==> config.mk <==
export PLATFORM = sky130hd
export DESIGN_NAME = uartb_burst_core_flat
export DESIGN_NICKNAME = d
export VERILOG_FILES = /design/src/rtl/uartb_pkg.sv /design/src/rtl/uartb_burst_core_if.sv /design/src/rtl/uartb_rx.sv /design/src/rtl/uartb_burst_core.sv /design/src/flat_wrapper.sv
export SDC_FILE = /design/constraint.sdc
export NUM_CORES = 1
export LEC_CHECK = 0
export ABC_AREA = 1
export CORE_MARGIN = 2
export CORE_UTILIZATION = 58
export DETAILED_ROUTE_END_ITERATION = 8
export MAX_ROUTING_LAYER = met4
export PLACE_DENSITY = 0.79
export SETUP_SLACK_MARGIN = 0.2
export SYNTH_ARGS = -nofsm -noshare
export SYNTH_HDL_FRONTEND = slang
export SYNTH_HIERARCHICAL = 1
export SYNTH_SLANG_ARGS = --single-unit
==> constraint.sdc <==
create_clock -name clk -period 4.05 [get_ports clk]
set_clock_uncertainty 0.05 [all_clocks]
set_input_delay 0.81 -clock clk [delete_from_list [all_inputs] [get_ports clk]]
set_output_delay 0.81 -clock clk [all_outputs]
set_load 0.02 [all_outputs]
==> src/rtl/uartb_pkg.sv <==
`default_nettype none
// ============================================================================
//  Module      : uartb_pkg
//  Description : Shared types and constants for the uartb burst UART core:
//                TX/RX state encodings, config-word bit positions and the
//                8N1 frame shape.
//  Revision    : 1.0  initial release
// ============================================================================
package uartb_pkg;

  // Config word layout (divider occupies the low DIV_W bits)
  localparam int CFG_BURST_BIT = 31;
  localparam int CFG_LPBK_BIT  = 30;

  // Frame shape: 8 data bits, 1 stop bit, 4 bytes per burst word
  localparam int DATA_BITS  = 8;
  localparam int STOP_BITS  = 1;
  localparam int WORD_BYTES = 4;

  typedef enum logic [1:0] {
    TX_IDLE  = 2'd0,
    TX_START = 2'd1,
    TX_DATA  = 2'd2,
    TX_STOP  = 2'd3
  } tx_state_t;

  typedef enum logic [1:0] {
    RX_IDLE  = 2'd0,
    RX_START = 2'd1,
    RX_DATA  = 2'd2,
    RX_STOP  = 2'd3
  } rx_state_t;

endpackage
`default_nettype wire

==> src/rtl/uartb_burst_core_if.sv <==
`default_nettype none
// ============================================================================
//  Module      : uartb_burst_core_if
//  Description : CPU peripheral-bus side of the burst UART.
//                master (CPU) drives d/wrtx/wrbaud/rd and observes
//                q/dv/fe/ove/thre/tend; slave is the UART core.
//  Revision    : 1.0  initial release
// ============================================================================
interface uartb_burst_core_if;
  logic [31:0] d;       // write data (TX word or config word)
  logic        wrtx;    // one-cycle TX write strobe
  logic        wrbaud;  // one-cycle config write strobe
  logic        rd;      // one-cycle RX read/acknowledge strobe
  logic [7:0]  q;       // last received byte
  logic        dv;      // received byte valid
  logic        fe;      // framing error of byte in q
  logic        ove;     // overrun
  logic        thre;    // TX holding register empty
  logic        tend;    // transmitter fully idle

  modport master (
    output d, wrtx, wrbaud, rd,
    input  q, dv, fe, ove, thre, tend
  );

  modport slave (
    input  d, wrtx, wrbaud, rd,
    output q, dv, fe, ove, thre, tend
  );
endinterface
`default_nettype wire

==> src/rtl/uartb_rx.sv <==
`default_nettype none
// ============================================================================
//  Module      : uartb_rx
//  Description : 8N1 receiver. 2-flop synchronizer, start-bit qualification
//                at half bit, mid-bit sampling of data and stop, and the
//                q/dv/fe/ove result registers.
//  Ports       : clk, resetb (sync, active low)
//                rx_in      serial input (asynchronous)
//                div        bit period minus one, in clk cycles
//                rd         acknowledge strobe, clears dv/fe/ove
//                q/dv/fe/ove received byte and status
//  Revision    : 1.0  initial release
// ============================================================================
module uartb_rx #(
  parameter int DIV_W = 16
) (
  input  logic             clk,
  input  logic             resetb,
  input  logic             rx_in,
  input  logic [DIV_W-1:0] div,
  input  logic             rd,
  output logic [7:0]       q,
  output logic             dv,
  output logic             fe,
  output logic             ove
);
  import uartb_pkg::*;

  logic [1:0]       r_sync;
  logic             r_prev;
  rx_state_t        r_state;
  logic [DIV_W-1:0] r_tmr;
  logic [2:0]       r_bits;
  logic [7:0]       r_sh;
  logic [7:0]       r_q;
  logic             r_dv;
  logic             r_fe;
  logic             r_ove;

  logic             w_rx;
  logic [DIV_W-1:0] w_start_ld;

  assign w_rx = r_sync[1];

  // Start-bit check lands at (div+1)/2 clocks after the synchronized edge.
  // Edge detection already costs one clock and the countdown adds one more,
  // hence the "-2"; small dividers saturate at zero.
  assign w_start_ld = (div >= DIV_W'(3))
                    ? ((div >> 1) - DIV_W'(2) + {{(DIV_W-1){1'b0}}, div[0]})
                    : '0;

  always_ff @(posedge clk) begin
    if (!resetb) begin
      r_sync  <= 2'b11;
      r_prev  <= 1'b1;
      r_state <= RX_IDLE;
      r_tmr   <= '0;
      r_bits  <= '0;
      r_sh    <= '0;
      r_q     <= '0;
      r_dv    <= 1'b0;
      r_fe    <= 1'b0;
      r_ove   <= 1'b0;
    end else begin
      r_sync <= {r_sync[0], rx_in};
      r_prev <= w_rx;

      if (rd) begin
        r_dv  <= 1'b0;
        r_fe  <= 1'b0;
        r_ove <= 1'b0;
      end

      case (r_state)
        RX_IDLE: begin
          if (r_prev && !w_rx) begin
            r_state <= RX_START;
            r_tmr   <= w_start_ld;
          end
        end
        RX_START: begin
          if (r_tmr == '0) begin
            if (w_rx) begin
              r_state <= RX_IDLE;       // glitch, not a real start bit
            end else begin
              r_state <= RX_DATA;
              r_tmr   <= div;
              r_bits  <= '0;
            end
          end else begin
            r_tmr <= r_tmr - 1'b1;
          end
        end
        RX_DATA: begin
          if (r_tmr == '0) begin
            r_sh   <= {w_rx, r_sh[7:1]};
            r_tmr  <= div;
            r_bits <= r_bits + 1'b1;
            if (r_bits == 3'(DATA_BITS - 1)) begin
              r_state <= RX_STOP;
            end
          end else begin
            r_tmr <= r_tmr - 1'b1;
          end
        end
        RX_STOP: begin
          if (r_tmr == '0) begin
            // New byte wins over a same-cycle rd; overrun only counts an
            // unacknowledged previous byte.
            r_q     <= r_sh;
            r_dv    <= 1'b1;
            r_fe    <= ~w_rx;
            r_ove   <= (r_ove | r_dv) & ~rd;
            r_state <= RX_IDLE;
          end else begin
            r_tmr <= r_tmr - 1'b1;
          end
        end
        default: r_state <= RX_IDLE;
      endcase
    end
  end

  assign q   = r_q;
  assign dv  = r_dv;
  assign fe  = r_fe;
  assign ove = r_ove;

endmodule
`default_nettype wire

==> src/rtl/uartb_burst_core.sv <==
`default_nettype none
// ============================================================================
//  Module      : uartb_burst_core
//  Description : 8N1 UART with programmable baud divider and 32-bit
//                word-burst transmit (4 bytes, LSB byte first).
//  Ports       : clk, resetb (sync, active low)
//                bus   uartb_burst_core_if.slave (d, wrtx, wrbaud, rd,
//                      q, dv, fe, ove, thre, tend)
//                rxd   serial input pin, txd serial output pin (idle high)
//  Options     : UARTB_LOOPBACK_EN - config bit 30 selects internal txd as
//                the receiver input.
//  Revision    : 1.0  initial release
// ============================================================================
module uartb_burst_core #(
  parameter int DIV_W = 16
) (
  input  logic               clk,
  input  logic               resetb,
  uartb_burst_core_if.slave  bus,
  input  logic               rxd,
  output logic               txd
);
  import uartb_pkg::*;

  // ---------------------------------------------------------------- config
  logic [DIV_W-1:0] r_div;
  logic             r_burst;
  logic             w_rx_in;

  always_ff @(posedge clk) begin
    if (!resetb) begin
      r_div   <= '0;
      r_burst <= 1'b0;
    end else if (bus.wrbaud) begin
      r_div   <= bus.d[DIV_W-1:0];
      r_burst <= bus.d[CFG_BURST_BIT];
    end
  end

  // ---------------------------------------------------------------- TX
  // The holding register keeps the whole word; r_hold_cnt counts bytes not
  // yet moved into the shifter, so thre frees up as the last byte leaves.
  logic [31:0]      r_hold;
  logic [2:0]       r_hold_cnt;
  logic [1:0]       r_hold_idx;
  tx_state_t        r_tx_state;
  logic [DIV_W-1:0] r_tx_tmr;
  logic [2:0]       r_tx_bits;
  logic [7:0]       r_tx_sh;
  logic             r_txd;

  logic             w_thre;
  logic             w_load;
  logic [7:0]       w_next_byte;

  assign w_thre = (r_hold_cnt == 3'd0);

  // Load a byte when idle, or straight out of a finishing stop bit so burst
  // bytes follow each other with no idle gap.
  assign w_load = !w_thre &&
                  ((r_tx_state == TX_IDLE) ||
                   ((r_tx_state == TX_STOP) && (r_tx_tmr == '0)));

  always_comb begin
    w_next_byte = r_hold[7:0];
    case (r_hold_idx)
      2'd1:    w_next_byte = r_hold[15:8];
      2'd2:    w_next_byte = r_hold[23:16];
      2'd3:    w_next_byte = r_hold[31:24];
      default: w_next_byte = r_hold[7:0];
    endcase
  end

  always_ff @(posedge clk) begin
    if (!resetb) begin
      r_hold     <= '0;
      r_hold_cnt <= 3'd0;
      r_hold_idx <= 2'd0;
      r_tx_state <= TX_IDLE;
      r_tx_tmr   <= '0;
      r_tx_bits  <= '0;
      r_tx_sh    <= '0;
      r_txd      <= 1'b1;
    end else begin
      // Byte count is fixed by the mode current at write time.
      if (bus.wrtx && w_thre) begin
        r_hold     <= bus.d;
        r_hold_cnt <= r_burst ? 3'(WORD_BYTES) : 3'd1;
        r_hold_idx <= 2'd0;
      end

      case (r_tx_state)
        TX_IDLE: begin
          r_txd <= 1'b1;
        end
        TX_START: begin
          if (r_tx_tmr == '0) begin
            r_tx_state <= TX_DATA;
            r_txd      <= r_tx_sh[0];
            r_tx_bits  <= '0;
            r_tx_tmr   <= r_div;
          end else begin
            r_tx_tmr <= r_tx_tmr - 1'b1;
          end
        end
        TX_DATA: begin
          if (r_tx_tmr == '0) begin
            r_tx_tmr <= r_div;
            if (r_tx_bits == 3'(DATA_BITS - 1)) begin
              r_tx_state <= TX_STOP;
              r_txd      <= 1'b1;
            end else begin
              r_tx_sh   <= r_tx_sh >> 1;
              r_txd     <= r_tx_sh[1];
              r_tx_bits <= r_tx_bits + 1'b1;
            end
          end else begin
            r_tx_tmr <= r_tx_tmr - 1'b1;
          end
        end
        TX_STOP: begin
          if (r_tx_tmr == '0) begin
            r_tx_state <= TX_IDLE;
            r_txd      <= 1'b1;
          end else begin
            r_tx_tmr <= r_tx_tmr - 1'b1;
          end
        end
        default: r_tx_state <= TX_IDLE;
      endcase

      // Overrides the STOP->IDLE transition above when another byte waits.
      if (w_load) begin
        r_tx_sh    <= w_next_byte;
        r_txd      <= 1'b0;
        r_tx_tmr   <= r_div;
        r_tx_state <= TX_START;
        r_hold_cnt <= r_hold_cnt - 3'd1;
        r_hold_idx <= r_hold_idx + 2'd1;
      end
    end
  end

  assign txd      = r_txd;
  assign bus.thre = w_thre;
  assign bus.tend = (r_tx_state == TX_IDLE) && w_thre;

  // ---------------------------------------------------------------- RX
`ifdef UARTB_LOOPBACK_EN
  logic r_lpbk;

  always_ff @(posedge clk) begin
    if (!resetb) begin
      r_lpbk <= 1'b0;
    end else if (bus.wrbaud) begin
      r_lpbk <= bus.d[CFG_LPBK_BIT];
    end
  end

  assign w_rx_in = r_lpbk ? r_txd : rxd;
`else
  assign w_rx_in = rxd;
`endif

  uartb_rx #(
    .DIV_W (DIV_W)
  ) u_rx (
    .clk    (clk),
    .resetb (resetb),
    .rx_in  (w_rx_in),
    .div    (r_div),
    .rd     (bus.rd),
    .q      (bus.q),
    .dv     (bus.dv),
    .fe     (bus.fe),
    .ove    (bus.ove)
  );

endmodule
`default_nettype wire

==> src/flat_wrapper.sv <==
// flat-port wrapper written by rule: the top's interface ports become plain ports
module uartb_burst_core_flat import uartb_pkg::*;
#(
  parameter int DIV_W = 16
)
  (clk, resetb, rxd, txd, bus_d, bus_wrtx, bus_wrbaud, bus_rd, bus_q, bus_dv, bus_fe, bus_ove, bus_thre, bus_tend);
  uartb_burst_core_if bus_i ();
  input  logic clk;
  input  logic resetb;
  input  logic rxd;
  output logic txd;
  input wire logic [$bits(bus_i.d)-1:0] bus_d;
  input wire logic [$bits(bus_i.wrtx)-1:0] bus_wrtx;
  input wire logic [$bits(bus_i.wrbaud)-1:0] bus_wrbaud;
  input wire logic [$bits(bus_i.rd)-1:0] bus_rd;
  output wire logic [$bits(bus_i.q)-1:0] bus_q;
  output wire logic [$bits(bus_i.dv)-1:0] bus_dv;
  output wire logic [$bits(bus_i.fe)-1:0] bus_fe;
  output wire logic [$bits(bus_i.ove)-1:0] bus_ove;
  output wire logic [$bits(bus_i.thre)-1:0] bus_thre;
  output wire logic [$bits(bus_i.tend)-1:0] bus_tend;
  assign bus_i.d = bus_d;
  assign bus_i.wrtx = bus_wrtx;
  assign bus_i.wrbaud = bus_wrbaud;
  assign bus_i.rd = bus_rd;
  assign bus_q = bus_i.q;
  assign bus_dv = bus_i.dv;
  assign bus_fe = bus_i.fe;
  assign bus_ove = bus_i.ove;
  assign bus_thre = bus_i.thre;
  assign bus_tend = bus_i.tend;
  uartb_burst_core #(.DIV_W(DIV_W)) u_core (.clk(clk), .resetb(resetb), .bus(bus_i), .rxd(rxd), .txd(txd));
endmodule
==> flow_metrics.py, run 1 <==
metrics = {
    "clocking": {
        "cts_tree": "done",
        "path_clk_slew_ns": 0.06,
        "cts_max_level": 4,
        "clock_latency_ns": 0.41,
        "postCtsHoldBufs": 0,
        "ctsResizeCount": 0,
        "cts_buffer_depth": 2,
        "post_cts_buffers": 0,
        "cts.sinks": 127,
        "root_buffer": "clkbuf_16",
        "cts_buffers": 17,
    },
    "sta": {
        "setup_tns_ns": 0,
        "slew_headroom_pct": 36.75,
        "hold_viol": 0,
        "fin_crit_sh_pct": 70.16,
        "fmax_mhz": 351.9,
        "slew_violations": 0,
        "period_needed_ns": 2.842,
        "setup_viol": 0,
        "rsz0062_at_grt": "no",
        "tightest_slew_ns": 0.9488,
        "layout_setup_ws_ns": 1.208,
    },
    "hold_path": {
        "hp-class": "flip-flop to flip-flop",
    },
    "detailed_routing": {
        "antenna_left": 0,
        "routed-via-count": 6974,
        "drtIter0Drc": 596,
        "dr.pass1.iters": 7,
        "finalWirelength_um": 17360,
        "drt-wirelength-per-cell_um": 13.68,
        "vias_per_cell": 5.496,
        "drc": 0,
    },
    "pwr": {
        "power_switching_uw": 3004,
        "internal_power_uw": 3590,
        "vdd_ir_drop_max_uv": 480.6,
        "p_leak_uw": 0.003715,
        "p_sw_share_pct": 45.56,
        "p_per_area_nw_per_um2": 807.3,
        "comb_power_share_pct": 50.1,
        "pwr-share-clk_pct": 22.5,
        "seqPwrFrac_pct": 27.3,
    },
    "logic_synthesis": {
        "yosys.area.top_type": "dfxtp_1",
        "synth_cells": 1077,
        "synth_cell_type_count": 39,
        "synth_edf_count": 0,
        "synth_top_area_share_pct": 35.79,
        "avgSynthCellArea_um2": 6.595,
        "synth_seq_cells": 127,
        "synth_area_um2": 7103,
        "synthFlopType": "dfxtp_1",
        "synthArstFlopShare_pct": 0,
        "ys_seq_area_share_pct": 35.79,
        "yosys_warnings": 6,
        "syn_nets": 1140,
        "synth_area_leaders": "dfxtp_1 36%, nand2_1 12%, nor2_1 9.4%",
    },
    "layout": {
        "drive_gt1_share_pct": 7.576,
        "instances_no_fill": 1269,
        "diodes": 0,
        "stdcell_area_um2": 8168,
        "area_growth_pct": 14.99,
        "nNetsFinal": 1173,
    },
    "placement": {
        "port_buffers": 51,
        "dp_hpwl_um": 12000,
        "place_congestion": 0.8802,
        "place_inst": 1238,
        "dpl_cell_area_um2": 7595,
        "dp_slack_ns": 1.542,
    },
    "global_route": {
        "grt_overflow": 0,
        "grt_pass1_wl_um": 29630,
        "grt_pass1_vias": 6270,
        "grt_start_max_net_pins": 41,
        "antenna_found_initial": 0,
        "grt_usage_pct": 28.65,
    },
    "critical_path": {
        "cp-end-kind": "output port",
        "slowest_delay_ns": 0.59,
        "worstPathRequired_ns": 3.19,
        "path_cells": "inv_1 > ha_1 > ha_1 > nand2_1 > inv_1 > clkdlybuf4s50_1",
        "path_class": "flip-flop to output port",
        "cp.arrival_ns": 1.98,
        "cpMaxStageDelayCell": "clkdlybuf4s50_1",
        "cp_num_buf_inv": 3,
        "crit_family": "buffers and inverters",
        "worstSetupStartpointType": "flip-flop",
        "path_max_fanout": 6,
    },
    "die": {
        "num_rows": 40,
        "io_pins": 52,
        "fp.coreArea_um2": 11960,
        "die_h_um": 114.7,
        "initial_core_util_pct": 59.38,
        "die_width_um": 114.7,
        "die_area_um2": 13150,
    },
    "status": {
        "status": "finished, final reports clean",
    },
    "flow_run": {
        "drv_cap": 0,
    },
}
==> power groups by stage <==
stage	clock, uW	combinational [uW]	sequential [uW]
after CTS	1500	3260	1800
after global routing	1570	3760	1840
after detailed placement	0	3220	1820
after floorplan	0	2730	1760
final	1480	3310	1800
after global placement	0	3180	1810
==> state kept, by name, summed over array words and instances (netlist names), 2 cells and up, named ones only <==
register,count
u_core/r_tx_sh,8
u_core/r_hold,32
u_core/r_hold_idx,2
u_core/r_tx_tmr,16
u_core/r_hold_cnt,3
u_core/u_rx/r_sync,2
u_core/u_rx/r_sh,8
u_core/r_tx_state,2
u_core/u_rx/r_tmr,16
u_core/r_div,16
u_core/u_rx/q,8
u_core/r_tx_bits,3
u_core/u_rx/r_bits,3
==> synth_stat cells (3+ instances only) <==
cell / instances
a21oi_1: 89
a31oi_1: 6
buf_2: 5
buf_4: 3
buf_6: 7
clkbuf_1: 23
dfxtp_1: 127
ha_1: 25
inv_1: 115
inv_2: 9
nand2_1: 236
nand2_2: 11
nand2_4: 4
nand3_1: 70
nand4_1: 9
nor2_1: 177
nor2_2: 12
nor2_4: 4
nor3_1: 3
o211ai_1: 3
o21ai_0: 87
o21ai_1: 3
o22ai_1: 3
or2_2: 5
xor2_1: 25
==> final cells by class <==
cell class / count / area, um^2
Multi-Input combinational cell: 783 / 3861
Fill cell: 1068 / 3794
Sequential cell: 127 / 2542
Timing Repair Buffer: 54 / 528.0
Inverter: 127 / 479.2
Clock buffer: 21 / 460.4
Tap cell: 147 / 183.9
Clock inverter: 10 / 112.6
==> worst register-to-register path: stages (launching register included) <==
cell and delay [ns]:
dfxtp_1 0.32, inv_1 0.09, ha_1 0.21, nand2_2 0.12
nor2_2 0.17, nand3_2 0.13, o21ai_2 0.42, inv_1 0.45
nor2_1 0.21, nor2_1 0.06, nand2_1 0.09, inv_1 0.03
==> cell families (layout without fill, tap and decap cells) <==
kind of cell / count (synthesis) / in the layout / share of synthesized area [%]
compound gates: 198 / 198 / 14.74
xor+xnor: 25 / 25 / 3.083
fa+ha+maj: 25 / 25 / 4.404
buf+inv: 167 / 212 / 9.847
flops: 127 / 127 / 35.79
simple gates: 535 / 535 / 32.13
==> cells in the final DEF, fill, tap and decap left out, types with 2 or more instances in the layout <==
cell type / netlist / layout
nor2_2: 12 / 12
nand2_1: 236 / 236
clkbuf_8: 0 / 2
inv_2: 9 / 9
clkinv_1: 2 / 2
nor2_1: 177 / 177
o21ai_0: 87 / 87
or2_2: 5 / 5
xor2_1: 25 / 25
o211ai_1: 3 / 3
nand2_4: 4 / 4
clkdlybuf4s50_1: 0 / 50
nor3_1: 3 / 3
a31oi_1: 6 / 6
bufinv_16: 0 / 2
clkbuf_16: 0 / 17
o22ai_1: 3 / 3
inv_1: 115 / 115
ha_1: 25 / 25
nand4_1: 9 / 9
nor2_4: 4 / 4
o21ai_1: 3 / 3
dfxtp_1: 127 / 127
a21oi_1: 89 / 89
nand3_1: 70 / 70
clkinv_2: 0 / 4
buf_4: 3 / 3
clkinvlp_4: 0 / 2
nand2_2: 11 / 11
clkbuf_1: 23 / 2
==> through the flow <==
stage / utilization, % / hold slack [ns] / power [uW]
2_1_floorplan: - / 0.3425 / 4491
3_3_place_gp: 63.49 / 0.3460 / 4994
3_5_place_dp: 63.49 / 0.3474 / 5044
4_1_cts: 68.28 / 0.3693 / 6560
5_1_grt: 68.28 / 0.3737 / 7163
6_report: 68.28 / 0.3649 / 6594
==> metal layers <==
metal,vias to the layer above,GRT usage (%),part of all wire [%]
met5,-,-,0
met4,0,9.431,1.3
met3,19,5.400,7.0
met2,252,42.80,45
met1,3208,39.13,46
li1,3495,-,-
==> final timing paths <==
path	slack, ns	endpoint	start	cells after the start
setup / recovery	1.21	bus_tend	u_core/r_hold_cnt[0]	6
hold / removal	0.36	u_core/u_rx/r_sync[1]	u_core/u_rx/r_sync[0]	1
hold reg to reg	0.36	u_core/u_rx/r_sync[1]	u_core/u_rx/r_sync[0]	1
setup reg to reg	1.59	u_core/r_tx_tmr[8]	u_core/r_tx_tmr[0]	11
Power figures use the tool's default switching activity.
==> run 2: changes to the inputs <==
==> constraint.sdc (replaced) <==
create_clock -name clk -period 2.8 [get_ports clk]
set_clock_uncertainty 0.05 [all_clocks]
set_input_delay 0.56 -clock clk [delete_from_list [all_inputs] [get_ports clk]]
set_output_delay 0.56 -clock clk [all_outputs]
set_load 0.02 [all_outputs]
==> flow_metrics.py, run 2 (synthesis gave the netlist of run 1 again) <==
metrics = {
    "die": {
        "io_pins": 52,
        "fp.coreArea_um2": 11960,
        "num_rows": 40,
        "die_h_um": 114.7,
        "initial_core_util_pct": 59.38,
        "die_width_um": 114.7,
        "die_area_um2": 13150,
    },
    "layout": {
        "drive_gt1_share_pct": 8.245,
        "fillCellCount": 1048,
        "regMostFlops": "u_core/r_hold",
        "layout_common_cells": "236 x nand2_1, 177 x nor2_1, 127 x dfxtp_1",
        "stdcell_area_um2": 8265,
        "diodes": 0,
        "final_common_cell": "nand2_1",
        "nNetsFinal": 1178,
        "area_growth_pct": 16.36,
        "largest_reg_flops": 32,
    },
    "critical_path": {
        "cp-end-kind": "output port",
        "r2r-start": "u_core/r_hold_cnt[0]",
        "path_class": "flip-flop to output port",
        "worstSetupStartpointType": "flip-flop",
        "crit_start": "u_core/r_hold_cnt[0]",
        "r2r_cells": 9,
        "r2r-end": "u_core/r_tx_tmr[0]",
        "worstPathRequired_ns": 2.19,
        "reg2reg_setup_slack_ns": 0.67,
        "cp.arrival_ns": 1.88,
        "path_max_fanout": 6,
        "crit_path_end": "bus_tend",
    },
    "global_route": {
        "grt_pass1_vias": 6084,
        "antenna_found_initial": 0,
        "grt_usage_pct": 28.06,
        "grt_overflow": 0,
        "grt_pass1_wl_um": 28940,
        "grt_start_max_net_pins": 79,
    },
    "sta": {
        "slew_violations": 0,
        "hold_viol": 0,
        "setup_tns_ns": 0,
        "tightest_slew_ns": 0.6322,
        "fin_crit_sh_pct": 88.78,
        "fmax_mhz": 402.3,
        "setup_viol": 0,
        "period_needed_ns": 2.486,
        "rsz0062_at_grt": "no",
        "slew_headroom_pct": 57.81,
    },
    "clocking": {
        "cts.sinks": 127,
        "root_buffer": "clkbuf_16",
        "cts_max_level": 4,
        "cts_buffers": 17,
        "clock_latency_ns": 0.42,
        "path_clk_slew_ns": 0.06,
        "cts_tree": "done",
        "cts_buffer_depth": 2,
    },
    "placement": {
        "dp_hpwl_um": 12030,
        "place_congestion": 0.9181,
        "port_buffers": 51,
        "dpl_cell_area_um2": 7657,
    },
    "detailed_routing": {
        "antenna_left": 0,
        "drt-wirelength-per-cell_um": 13.63,
        "drc": 0,
        "finalWirelength_um": 17370,
        "routed-via-count": 6883,
        "dr.pass1.iters": 6,
        "vias_per_cell": 5.398,
        "drtIter0Drc": 595,
    },
    "hold_path": {
        "hp-class": "flip-flop to flip-flop",
        "min_from": "u_core/u_rx/r_sync[0]",
    },
    "pwr": {
        "p_per_area_nw_per_um2": 1173,
        "p_leak_uw": 0.003759,
        "vdd_ir_drop_max_uv": 629.1,
        "finalPower_uw": 9693,
    },
    "flow_run": {
        "drv_cap": 0,
    },
    "status": {
        "status": "finished, final reports clean",
    },
}
-- run 2: cell types whose count changed in the layout (fill, tap and decap cells not counted), sizes merged --
cell | previous run | this run
buf | 4 | 9
clkbuf | 21 | 19
bufinv | 2 | 3
clkinvlp | 2 | 3
inv | 126 | 127
-- run 2: worst min path at each step --
stage                     cells past startpoint                     to  slack, ns
after floorplan                               1  u_core/u_rx/r_sync[1]       0.34
after global placement                        1  u_core/u_rx/r_sync[1]       0.35
after detailed placement                      1  u_core/u_rx/r_sync[1]       0.38
after CTS                                     1  u_core/u_rx/r_sync[1]       0.40
after global routing                          1  u_core/u_rx/r_sync[1]       0.40
final                                         1  u_core/u_rx/r_sync[1]       0.39
-- run 2: repair_timing --
action / CTS / global route
setup endpoints to repair: 0 / 1
hold buffers: 0 / 0
resized for setup: 0 / 1
setup buffers: 0 / 0
-- run 2: worst max-delay path, cell delays in order, from the launching register on --
cell and delay [ns]:
dfxtp_1 0.31, inv_1 0.07, ha_1 0.15, ha_2 0.23
nand2_1 0.06, inv_1 0.05, clkdlybuf4s50_1 0.59
-- run 2: layout make-up --
type / instances / area (um^2) / share of cell area, %
clock inverter: 13 / 162.7 / 1.968
inverter: 127 / 479.2 / 5.798
timing repair buffer: 59 / 590.6 / 7.145
tap: 147 / 183.9 / 2.225
multi-input combinational: 783 / 3864 / 46.75
sequential: 127 / 2542 / 30.76
clock buffer: 19 / 442.9 / 5.359
-- run 2: through the flow --
stage | hold WS, ns | instances | util (%) | worst slack, ns
2_1_floorplan | 0.3425 | 1077 | - | 0.9597
3_3_place_gp | 0.3464 | 1243 | 64.02 | 0.6560
3_5_place_dp | 0.3818 | 1243 | 64.02 | 0.6388
4_1_cts | 0.3976 | 1275 | 69.08 | 0.2478
5_1_grt | 0.4044 | 1275 | 69.10 | 0.2508
6_report | 0.3932 | 1275 | 69.10 | 0.3141
-- run 2: where the power goes --
group          internal (uW)  switching (uW)
combinational           1660            3170
sequential              2260             339
clock                   1420             837
-- run 2: layer usage --
| metal | part of all wire (%) | wire [um] | GRT usage, % | vias up |
|---|---|---|---|---|
| li1 | - | - | - | 3501 |
| met1 | 47 | 8135 | 38.18 | 3159 |
| met2 | 46 | 8027 | 42.88 | 208 |
| met3 | 6.0 | 1051 | 4.711 | 15 |
| met4 | 0.91 | 158 | 8.537 | 0 |
| met5 | 0 | 0 | - | - |
==> run 3: changes to the inputs <==
--- a/config.mk
+++ b/config.mk
@@ -7,10 +7,9 @@
 export LEC_CHECK = 0
 export ABC_AREA = 1
 export CORE_MARGIN = 2
-export CORE_UTILIZATION = 58
+export CORE_UTILIZATION = 30
 export DETAILED_ROUTE_END_ITERATION = 8
-export MAX_ROUTING_LAYER = met4
-export PLACE_DENSITY = 0.79
+export PLACE_DENSITY_LB_ADDON = 0.08
 export SETUP_SLACK_MARGIN = 0.2
 export SYNTH_ARGS = -nofsm -noshare
 export SYNTH_HDL_FRONTEND = slang
==> flow_metrics.py, run 3 (synthesis gave the netlist of run 1 again) <==
metrics = {
    "detailed_routing": {
        "drc": 0,
        "antenna_left": 0,
        "finalWirelength_um": 19890,
        "drtIter0Drc": 404,
        "dr.pass1.iters": 5,
        "vias_per_cell": 4.607,
        "routed-via-count": 6685,
        "drt-wirelength-per-cell_um": 13.71,
    },
    "hold_path": {
        "hp-class": "flip-flop to flip-flop",
    },
    "status": {
        "status": "finished, final reports clean",
    },
    "global_route": {
        "grt_overflow": 0,
        "use_met2_pct": 25.76,
        "grt_usage_pct": 16.79,
        "grt_pass1_vias": 6312,
        "grt-busiest-layer": "met2",
        "grt_use_met3_pct": 2.792,
        "antenna_found_initial": 0,
        "use_met1_pct": 24.36,
        "grt_pass1_wl_um": 32920,
        "grt_start_max_net_pins": 51,
    },
    "sta": {
        "fmax_mhz": 403.9,
        "whs_ns": 0.3650,
        "tightest_slew_ns": 0.5842,
        "setup_viol": 0,
        "fin_crit_sh_pct": 88.42,
        "slew_headroom_pct": 61.01,
        "hold_viol": 0,
        "slew_violations": 0,
        "rsz0062_at_grt": "no",
        "period_needed_ns": 2.476,
        "setup_tns_ns": 0,
    },
    "layout": {
        "layout_common_cells": "236 x nand2_1, 177 x nor2_1, 127 x dfxtp_1",
        "regMostFlops": "u_core/r_hold",
        "area_growth_pct": 19.83,
        "nNetsFinal": 1182,
        "fillCellCount": 2585,
        "largest_reg_flops": 32,
        "regArea_um2": 2542,
        "multi_input_area_um2": 3874,
        "drive_gt1_share_pct": 8.657,
        "diodes": 0,
        "final_common_cell": "nand2_1",
    },
    "clocking": {
        "cts_buffers": 17,
        "postCtsHoldBufs": 0,
        "path_clk_slew_ns": 0.07,
        "cts_tree": "done",
        "clock_latency_ns": 0.42,
        "root_buffer": "clkbuf_16",
        "cts_buffer_depth": 2,
        "cts.sinks": 127,
        "cts_max_level": 4,
    },
    "flow_run": {
        "drv_cap": 0,
    },
    "pwr": {
        "p_per_area_nw_per_um2": 1162,
        "p_leak_uw": 0.003780,
        "finalPower_uw": 9892,
        "vdd_ir_drop_max_uv": 394.7,
    },
    "die": {
        "die_h_um": 157.9,
        "die_area_um2": 24920,
        "initial_core_util_pct": 30.44,
        "io_pins": 52,
        "fp.coreArea_um2": 23330,
        "num_rows": 56,
        "die_width_um": 157.9,
    },
    "placement": {
        "place_congestion": 0.8136,
        "dp_hpwl_um": 14270,
        "port_buffers": 51,
    },
    "critical_path": {
        "worstSetupStartpointType": "flip-flop",
        "worstPathRequired_ns": 2.19,
        "path_max_fanout": 6,
        "cp.arrival_ns": 1.87,
        "cp-end-kind": "output port",
        "path_class": "flip-flop to output port",
    },
}
## run 3: cell count changes in the layout (fill, tap and decap cells not counted)
cell,delta
buf_4,+5
clkinv_2,-3
inv_6,+3
inv_8,+3
buf_12,-1
bufinv_16,-1
clkbuf_1,-1
clkinvlp_4,-1
ha_2,-1
ha_4,+1
## run 3: critical path: stages (launching register included)
cell             delay (ns)
dfxtp_1                0.31
inv_1                  0.07
ha_1                   0.19
ha_4                   0.19
nand2_1                0.06
inv_1                  0.05
clkdlybuf4s50_1        0.59
## run 3: layout make-up
| class | instances | share of cell area (%) |
|---|---|---|
| Clock buffer | 18 | 5.159 |
| Clock inverter | 14 | 1.999 |
| Inverter | 127 | 5.630 |
| Multi-Input combinational cell | 783 | 45.51 |
| Sequential cell | 127 | 29.87 |
| Tap cell | 319 | 4.689 |
| Timing Repair Buffer | 63 | 7.144 |
## run 3: path summary, 6_finish.rpt
path,slack [ns],to,from,cells past startpoint
max,0.32,bus_tend,u_core/r_hold_cnt[0],6
min,0.37,u_core/u_rx/r_sync[1],u_core/u_rx/r_sync[0],1
max reg2reg,0.72,u_core/r_tx_tmr[15],u_core/r_tx_tmr[0],11
min reg2reg,0.37,u_core/u_rx/r_sync[1],u_core/u_rx/r_sync[0],1
## run 3: power by group
part	internal (uW)	leakage (uW)	total (uW)	switching, uW
clock	1370	0.000294	2310	944
sequential	2250	0.00104	2590	340
combinational	1720	0.00244	4980	3270
total	5340	0.00378	9890	4550
## run 3: metal layers
layer	vias to the layer above	wire (um)
met5	-	0
met4	0	201
met3	16	690
met2	101	8641
met1	3050	10360
li1	3518	-
## run 3: through the flow
| stage | instances | cell area (um^2) | utilization, % | setup slack [ns] |
|---|---|---|---|---|
| 3_3_place_gp | 1419 | 7890 | 33.82 | 0.6272 |
| 6_report | 1451 | 8512 | 36.48 | 0.3242 |
| 3_5_place_dp | 1419 | 7890 | 33.82 | 0.6210 |
| 2_1_floorplan | 1077 | 7103 | - | 0.9597 |
| 5_1_grt | 1451 | 8512 | 36.48 | 0.2387 |
| 4_1_cts | 1451 | 8502 | 36.44 | 0.2500 |
## run 3: timing repair
item | in CTS | in global routing
gates resized for setup | 1 | 1
setup buffers | 0 | 0
setup endpoints to repair | 1 | 1
